## src/rtl/uart_line_pkg.sv

```systemverilog
// Shared constants and state encoding for the UART line-editing buffer.
package uart_line_pkg;

   localparam logic [7:0] CR  = 8'h0D;
   localparam logic [7:0] LF  = 8'h0A;
   localparam logic [7:0] BS  = 8'h08;
   localparam logic [7:0] DEL = 8'h7F;

   typedef enum logic [2:0] {
      StCollect,
      StFetch,
      StSend,
      StSendCr,
      StSendLf
   } state_e;

endpackage

```

## src/rtl/line_ram.sv

```systemverilog
// DEPTH x 8 line memory: synchronous write, registered read (iCE40 BRAM friendly).
module line_ram #(
   parameter int unsigned DEPTH = 64,
   parameter int unsigned AW    = $clog2(DEPTH)
) (
   input  logic          clk_48mhz,
   input  logic          we,
   input  logic [AW-1:0] waddr,
   input  logic [7:0]    wdata,
   input  logic [AW-1:0] raddr,
   output logic [7:0]    rdata
);

   logic [7:0] mem [DEPTH];

   always_ff @(posedge clk_48mhz) begin
      if (we) begin
         mem[waddr] <= wdata;
      end
      rdata <= mem[raddr];
   end

endmodule

```

## src/rtl/uart_line_buffer.sv

```systemverilog
// Line-editing echo stage: collects bytes with backspace editing, replays the line plus CR LF.
module uart_line_buffer
   import uart_line_pkg::*;
#(
   parameter int unsigned DEPTH = 64,
   parameter int unsigned AW    = $clog2(DEPTH)
) (
   input  logic          clk_48mhz,
   input  logic          reset_n,
   input  logic [7:0]    in_data,
   input  logic          in_valid,
   output logic          in_ready,
   output logic [7:0]    out_data,
   output logic          out_valid,
   input  logic          out_ready,
   output logic          line_done,
   output logic [AW:0]   line_len
);

   localparam int unsigned LenW = AW + 1;

   state_e          state_q, state_d;
   logic [AW:0]     line_len_q, line_len_d;
   logic [AW-1:0]   rd_q, rd_d;
   logic            in_ready_q;
   logic            done_q, done_d;

   logic            ram_we;
   logic [AW-1:0]   ram_waddr;
   logic [AW-1:0]   ram_raddr;
   logic [7:0]      ram_rdata;

   line_ram #(
      .DEPTH (DEPTH),
      .AW    (AW)
   ) u_line_ram (
      .clk_48mhz (clk_48mhz),
      .we        (ram_we),
      .waddr     (ram_waddr),
      .wdata     (in_data),
      .raddr     (ram_raddr),
      .rdata     (ram_rdata)
   );

   always_comb begin
      state_d    = state_q;
      line_len_d = line_len_q;
      rd_d       = rd_q;
      done_d     = 1'b0;
      ram_we     = 1'b0;
      ram_waddr  = line_len_q[AW-1:0];
      ram_raddr  = rd_q;

      case (state_q)
         StCollect: begin
            if (in_valid && in_ready_q) begin
               if (in_data == CR) begin
                  state_d = (line_len_q != '0) ? StFetch : StSendCr;
               end else if (in_data == BS || in_data == DEL) begin
                  if (line_len_q != '0) begin
                     line_len_d = line_len_q - LenW'(1);
                  end
               end else if (in_data != LF) begin
                  ram_we     = 1'b1;
                  line_len_d = line_len_q + LenW'(1);
                  // Buffer just became full: replay as if CR had arrived.
                  if (line_len_q == LenW'(DEPTH - 1)) begin
                     state_d = StFetch;
                  end
               end
            end
         end
         StFetch: begin
            ram_raddr = '0;
            rd_d      = '0;
            state_d   = StSend;
         end
         StSend: begin
            // Read address runs one ahead on a handshake so the next byte is ready next cycle.
            if (out_ready) begin
               ram_raddr = rd_q + 1'b1;
               rd_d      = rd_q + 1'b1;
               if ({1'b0, rd_q} == line_len_q - LenW'(1)) begin
                  state_d = StSendCr;
               end
            end
         end
         StSendCr: begin
            if (out_ready) begin
               state_d = StSendLf;
            end
         end
         StSendLf: begin
            if (out_ready) begin
               done_d     = 1'b1;
               line_len_d = '0;
               state_d    = StCollect;
            end
         end
         default: state_d = StCollect;
      endcase
   end

   always_ff @(posedge clk_48mhz or negedge reset_n) begin
      if (!reset_n) begin
         state_q    <= StCollect;
         line_len_q <= '0;
         rd_q       <= '0;
         in_ready_q <= 1'b0;
         done_q     <= 1'b0;
      end else begin
         state_q    <= state_d;
         line_len_q <= line_len_d;
         rd_q       <= rd_d;
         in_ready_q <= (state_d == StCollect);
         done_q     <= done_d;
      end
   end

   always_comb begin
      out_data = 8'h00;
      case (state_q)
         StSend:   out_data = ram_rdata;
         StSendCr: out_data = CR;
         StSendLf: out_data = LF;
         default:  out_data = 8'h00;
      endcase
   end

   assign out_valid = (state_q == StSend) || (state_q == StSendCr) || (state_q == StSendLf);
   assign in_ready  = in_ready_q;
   assign line_done = done_q;
   assign line_len  = line_len_q;

endmodule

```

## config.mk

```make
export PLATFORM = sky130hd
export DESIGN_NAME = uart_line_buffer
export DESIGN_NICKNAME = d
export VERILOG_FILES = /design/src/rtl/uart_line_pkg.sv /design/src/rtl/line_ram.sv /design/src/rtl/uart_line_buffer.sv
export SDC_FILE = /design/constraint.sdc
export NUM_CORES = 1
export LEC_CHECK = 0
export CAP_MARGIN = 30
export CORE_ASPECT_RATIO = 0.75
export CORE_MARGIN = 5
export CORE_UTILIZATION = 40
export CTS_BUF_LIST = sky130_fd_sc_hd__clkbuf_4 sky130_fd_sc_hd__clkbuf_8
export DETAILED_ROUTE_END_ITERATION = 6
export SYNTH_ARGS = -nofsm -noshare
export SYNTH_HDL_FRONTEND = slang
export SYNTH_SLANG_ARGS = --single-unit
```

## constraint.sdc

```tcl
create_clock -name clk_48mhz -period 3.7 [get_ports clk_48mhz]
set_input_delay 0.37 -clock clk_48mhz [delete_from_list [all_inputs] [get_ports clk_48mhz]]
set_output_delay 0.37 -clock clk_48mhz [all_outputs]
set_load 0.1 [all_outputs]
```

==> results.sh <==
export IMPL_async_flop_share_pct=3.346
export IMPL_io_buffers=29
export IMPL_cpLargestDelayFamily="simple AND/OR/NAND/NOR gates"
export IMPL_die_y_um=214.9
export IMPL_wirelength_mm=57.22
export IMPL_synth_cells=1549
export IMPL_hpwl_mm=36.99
export IMPL_skew_ns=0.02271
export IMPL_cpMostUsedCell="buf_4"
export IMPL_slew_headroom_pct=33.97
export IMPL_crit_path_top_delay_cell="nor2_1"
export IMPL_yosys_area_share_simple_pct=10.46
export IMPL_synth_seq_area_share_pct=71.41
export IMPL_cts_tree="done"
export IMPL_post_cts_setup_buffers=0
export IMPL_rows=75
export IMPL_vias=13650
export IMPL_die_x_um=283.2
export IMPL_r2r_end="u_line_ram.rdata[6]"
export IMPL_core_area_sq_um=55650
export IMPL_r2r_setup_slack_ns=0.46
export IMPL_cp_buffers_inverters=3
export IMPL_critPathMaxFanout=16
export IMPL_synth_distinct_cells=67
export IMPL_status="complete, no violations"
export IMPL_grt_max_degree=109
export IMPL_grt_setup_unrepaired="false"
export IMPL_synth_nets=1564
export IMPL_avgSynthCellArea_sq_um=14.45
export IMPL_grt_pass1_vias=13320
export IMPL_fillCellCount=4848
export IMPL_grt_overflow_total=0
export IMPL_drtIter0Drc=1422
export IMPL_fmax_ghz=0.3067
export IMPL_antenna_found_initial=0
export IMPL_synthXorXnorAreaFrac_pct=0.3521
export IMPL_start_kind="flip-flop"
export IMPL_drc_errors=0
export IMPL_synth_ff_type="edfxtp_1"
export IMPL_wl_per_cell_um=23.45
export IMPL_syn_area_sq_um=22390
export IMPL_root_buffer="clkbuf_8"
export IMPL_power_frac_clock_pct=25.6
export IMPL_critical_path_endpoint_type="primary output"
export IMPL_slowest_delay_ns=0.65
export IMPL_synth_top_family_by_area="simple AND/OR/NAND/NOR gates"
export IMPL_drive_above_1_share_pct=17.26
export IMPL_cts_hold_buf=0
export IMPL_synthMuxAreaShare_pct=10.02
export IMPL_synth_ff_latch_count=538
export IMPL_finalNetCount=1663
export IMPL_worst_pin_slew_ns=0.9873
export IMPL_arrival_ns=2.89
export IMPL_die_area_sq_um=60850
export IMPL_holdPathEnd="u_line_ram.mem[1][1]"
export IMPL_diodes=0
export IMPL_p_leak_nw=8.762
export IMPL_seq_power_share_pct=35.4
export IMPL_gr_usage_all_layers_pct=18.45
export IMPL_vias_per_cell=5.592
export IMPL_antenna_left=0
export IMPL_reg2regPathDepth=11
export IMPL_start_util_pct=40.23
export IMPL_first_pass_iters=5
export IMPL_period_needed_ns=3.261
export IMPL_power_internal_mw=12.43
export IMPL_reg2reg_from="state_q[2]"
export IMPL_maxCapViolCount=0
export IMPL_hold_depth=1
export IMPL_crit_chain="buf_4 -> nand2b_1 -> buf_4 -> nor2_1 -> and2_1 -> buf_4"
export IMPL_area_growth_pct=13.64
export IMPL_min_from="in_data[1]"
export IMPL_ir_drop_v=0.0005827
export IMPL_p_per_area_nw_per_um2=781.9
export IMPL_yosysTopAreaCellShare_pct=68.68
export IMPL_synth_largest_area_cell="edfxtp_1"
export IMPL_startpoint="state_q[1]"
export IMPL_required_ns=3.33
export IMPL_worst_setup_path_type="reg2out"
export IMPL_fin_total_pwr_mw=19.89
export IMPL_pin_count=30
export IMPL_power_frac_comb_pct=39.0
export IMPL_netlist_top_cells_area="edfxtp_1 (69%), mux2i_1 (7.2%), nand2_1 (3.8%)"
export IMPL_netSwitchingPower_mw=7.465
export IMPL_cts_path_max_buffers=3
export IMPL_clock_insertion_delay_worst_skew_ns=0.65
export IMPL_finalHoldViolCount=0
export IMPL_slew_viol_final=0
export IMPL_clk_pin_slew_ns=0.06
export IMPL_grt_pass1_wl_mm=86.16
export IMPL_hold_path_class="in2reg"
export IMPL_min_period_over_period_pct=88.13
export IMPL_finalSetupViolCount=0
export IMPL_whs_ns=0.1713
export IMPL_switching_share_pct=37.53
export IMPL_cts_sinks=538
export IMPL_ys_warn_count=0
export IMPL_synth_compound_area_share_pct=5.332
export IMPL_ctsResizeCount=0
export IMPL_place_congestion=0.8909
export IMPL_synth_fa_ha_area_share_pct=0.1677
export IMPL_cts_buffers=83
export IMPL_synth_edff_count=512
export IMPL_cts_max_level=3
[cells in the mapped netlist, types with 8 or more instances]
| master | count |
|---|---|
| o22ai_1 | 9 |
| dfrtp_1 | 18 |
| nand4_1 | 17 |
| edfxtp_1 | 512 |
| mux2i_1 | 160 |
| a21boi_0 | 15 |
| dfxtp_1 | 8 |
| a21boi_1 | 9 |
| a21oi_1 | 45 |
| buf_2 | 36 |
| buf_4 | 14 |
| clkbuf_1 | 27 |
| a22oi_1 | 32 |
| mux2_2 | 53 |
| nand3_1 | 110 |
| nor2_1 | 82 |
| o21ai_0 | 8 |
| or3_1 | 13 |
| nand2_1 | 229 |
| nor3_1 | 17 |
[flip-flops by register name, indices dropped and copies added, names as in the netlist]
| name | cells |
|---|---|
| in_ready | 1 |
| line_done | 1 |
| line_len | 7 |
| rd_q | 6 |
| state_q | 3 |
| u_line_ram.mem | 512 |
| u_line_ram.rdata | 8 |
[logic make-up (layout without fill, tap and decap cells)]
| kind of cell | after synthesis | count (layout) |
|---|---|---|
| DFF | 538 | 538 |
| and+or+nand+nor | 512 | 512 |
| AOI/OAI and AO/OA | 172 | 172 |
| xor gates and xnor gates | 9 | 9 |
| muxes | 217 | 217 |
| buffers and inverters | 98 | 258 |
| adders and majority gates | 3 | 3 |
[layout make-up]
| cell class | count | area (sq um) | share of cell area [%] |
|---|---|---|---|
| sequential | 538 | 15990 | 62.84 |
| multi-input combinational | 913 | 5921 | 23.27 |
| clock buffer | 123 | 1480 | 5.818 |
| tap | 731 | 914.6 | 3.595 |
| timing repair buffer | 102 | 888.4 | 3.492 |
| clock inverter | 23 | 202.7 | 0.7968 |
| inverter | 10 | 47.55 | 0.1869 |
[metrics by stage]
step | setup WS (ns) | std cells | TNS (ns) | utilization, % | cell area, sq um
after floorplan | 0.4282 | 1549 | 0 | - | 22390
after global placement | -0.06073 | 2294 | -0.06073 | 42.69 | 23760
after global routing | 0.2848 | 2440 | 0 | 45.72 | 25440
after CTS | 0.4670 | 2440 | 0 | 45.72 | 25440
final | 0.4393 | 2440 | 0 | 45.72 | 25440
after detailed placement | -0.1136 | 2294 | -0.1136 | 42.69 | 23760
[placed cells by master, fill, tap and decap left out, types with 6 or more instances in the layout]
cell / count
edfxtp_1: 512
nand2_1: 229
mux2i_1: 160
nand3_1: 110
clkbuf_8: 89
nor2_1: 82
buf_4: 73
mux2_2: 53
a21oi_1: 44
clkbuf_4: 34
a22oi_1: 32
dfrtp_1: 18
nor3_1: 17
nand4_1: 17
a21boi_0: 15
clkinv_1: 14
or3_1: 13
clkdlybuf4s50_1: 12
o22ai_1: 9
a21boi_1: 9
buf_12: 9
o21ai_0: 8
buf_2: 8
dfxtp_1: 8
a2111o_1: 7
o31ai_1: 7
a211oi_1: 6
nor4_2: 6
o21ai_1: 6
inv_1: 6
nand2b_1: 6
[worst max path at each step]
| stage | end | cells after the start |
|---|---|---|
| after floorplan | out_data[3] | 4 |
| after global placement | u_line_ram.rdata[6] | 10 |
| after detailed placement | u_line_ram.rdata[6] | 10 |
| after CTS | u_line_ram.rdata[3] | 11 |
| after global routing | u_line_ram.rdata[3] | 11 |
| final | out_data[6] | 6 |
[routing by layer]
metal  up-vias  track usage [%]  wire length, um
met5         -                0                0
met4         0            5.588             1451
met3       100            4.375             4867
met2       598            25.87            23850
met1      6886            28.47            27050
li1       6061                -                -
[power by group through the flow]
stage               registers, mW  logic, mW  clock network, mW
CTS                          7.04       7.74               5.19
floorplan                    7.32       5.19                  0
detailed placement           7.17       7.72                  0
global route                 7.07       8.23               5.48
finish                       7.05       7.75               5.09
global placement             7.17       7.70                  0
[worst reg2reg max path, stage by stage (launching register included)]
cell and delay [ns]:
dfrtp_1 0.38, buf_4 0.19, nand4bb_1 0.22, a21oi_2 0.19
a21oi_4 0.08, inv_8 0.28, buf_12 0.38, nand2_1 0.11
a221oi_1 0.69, a21oi_1 0.08, a211o_1 0.30, nor4_2 0.25
Power figures use the tool's default switching activity.
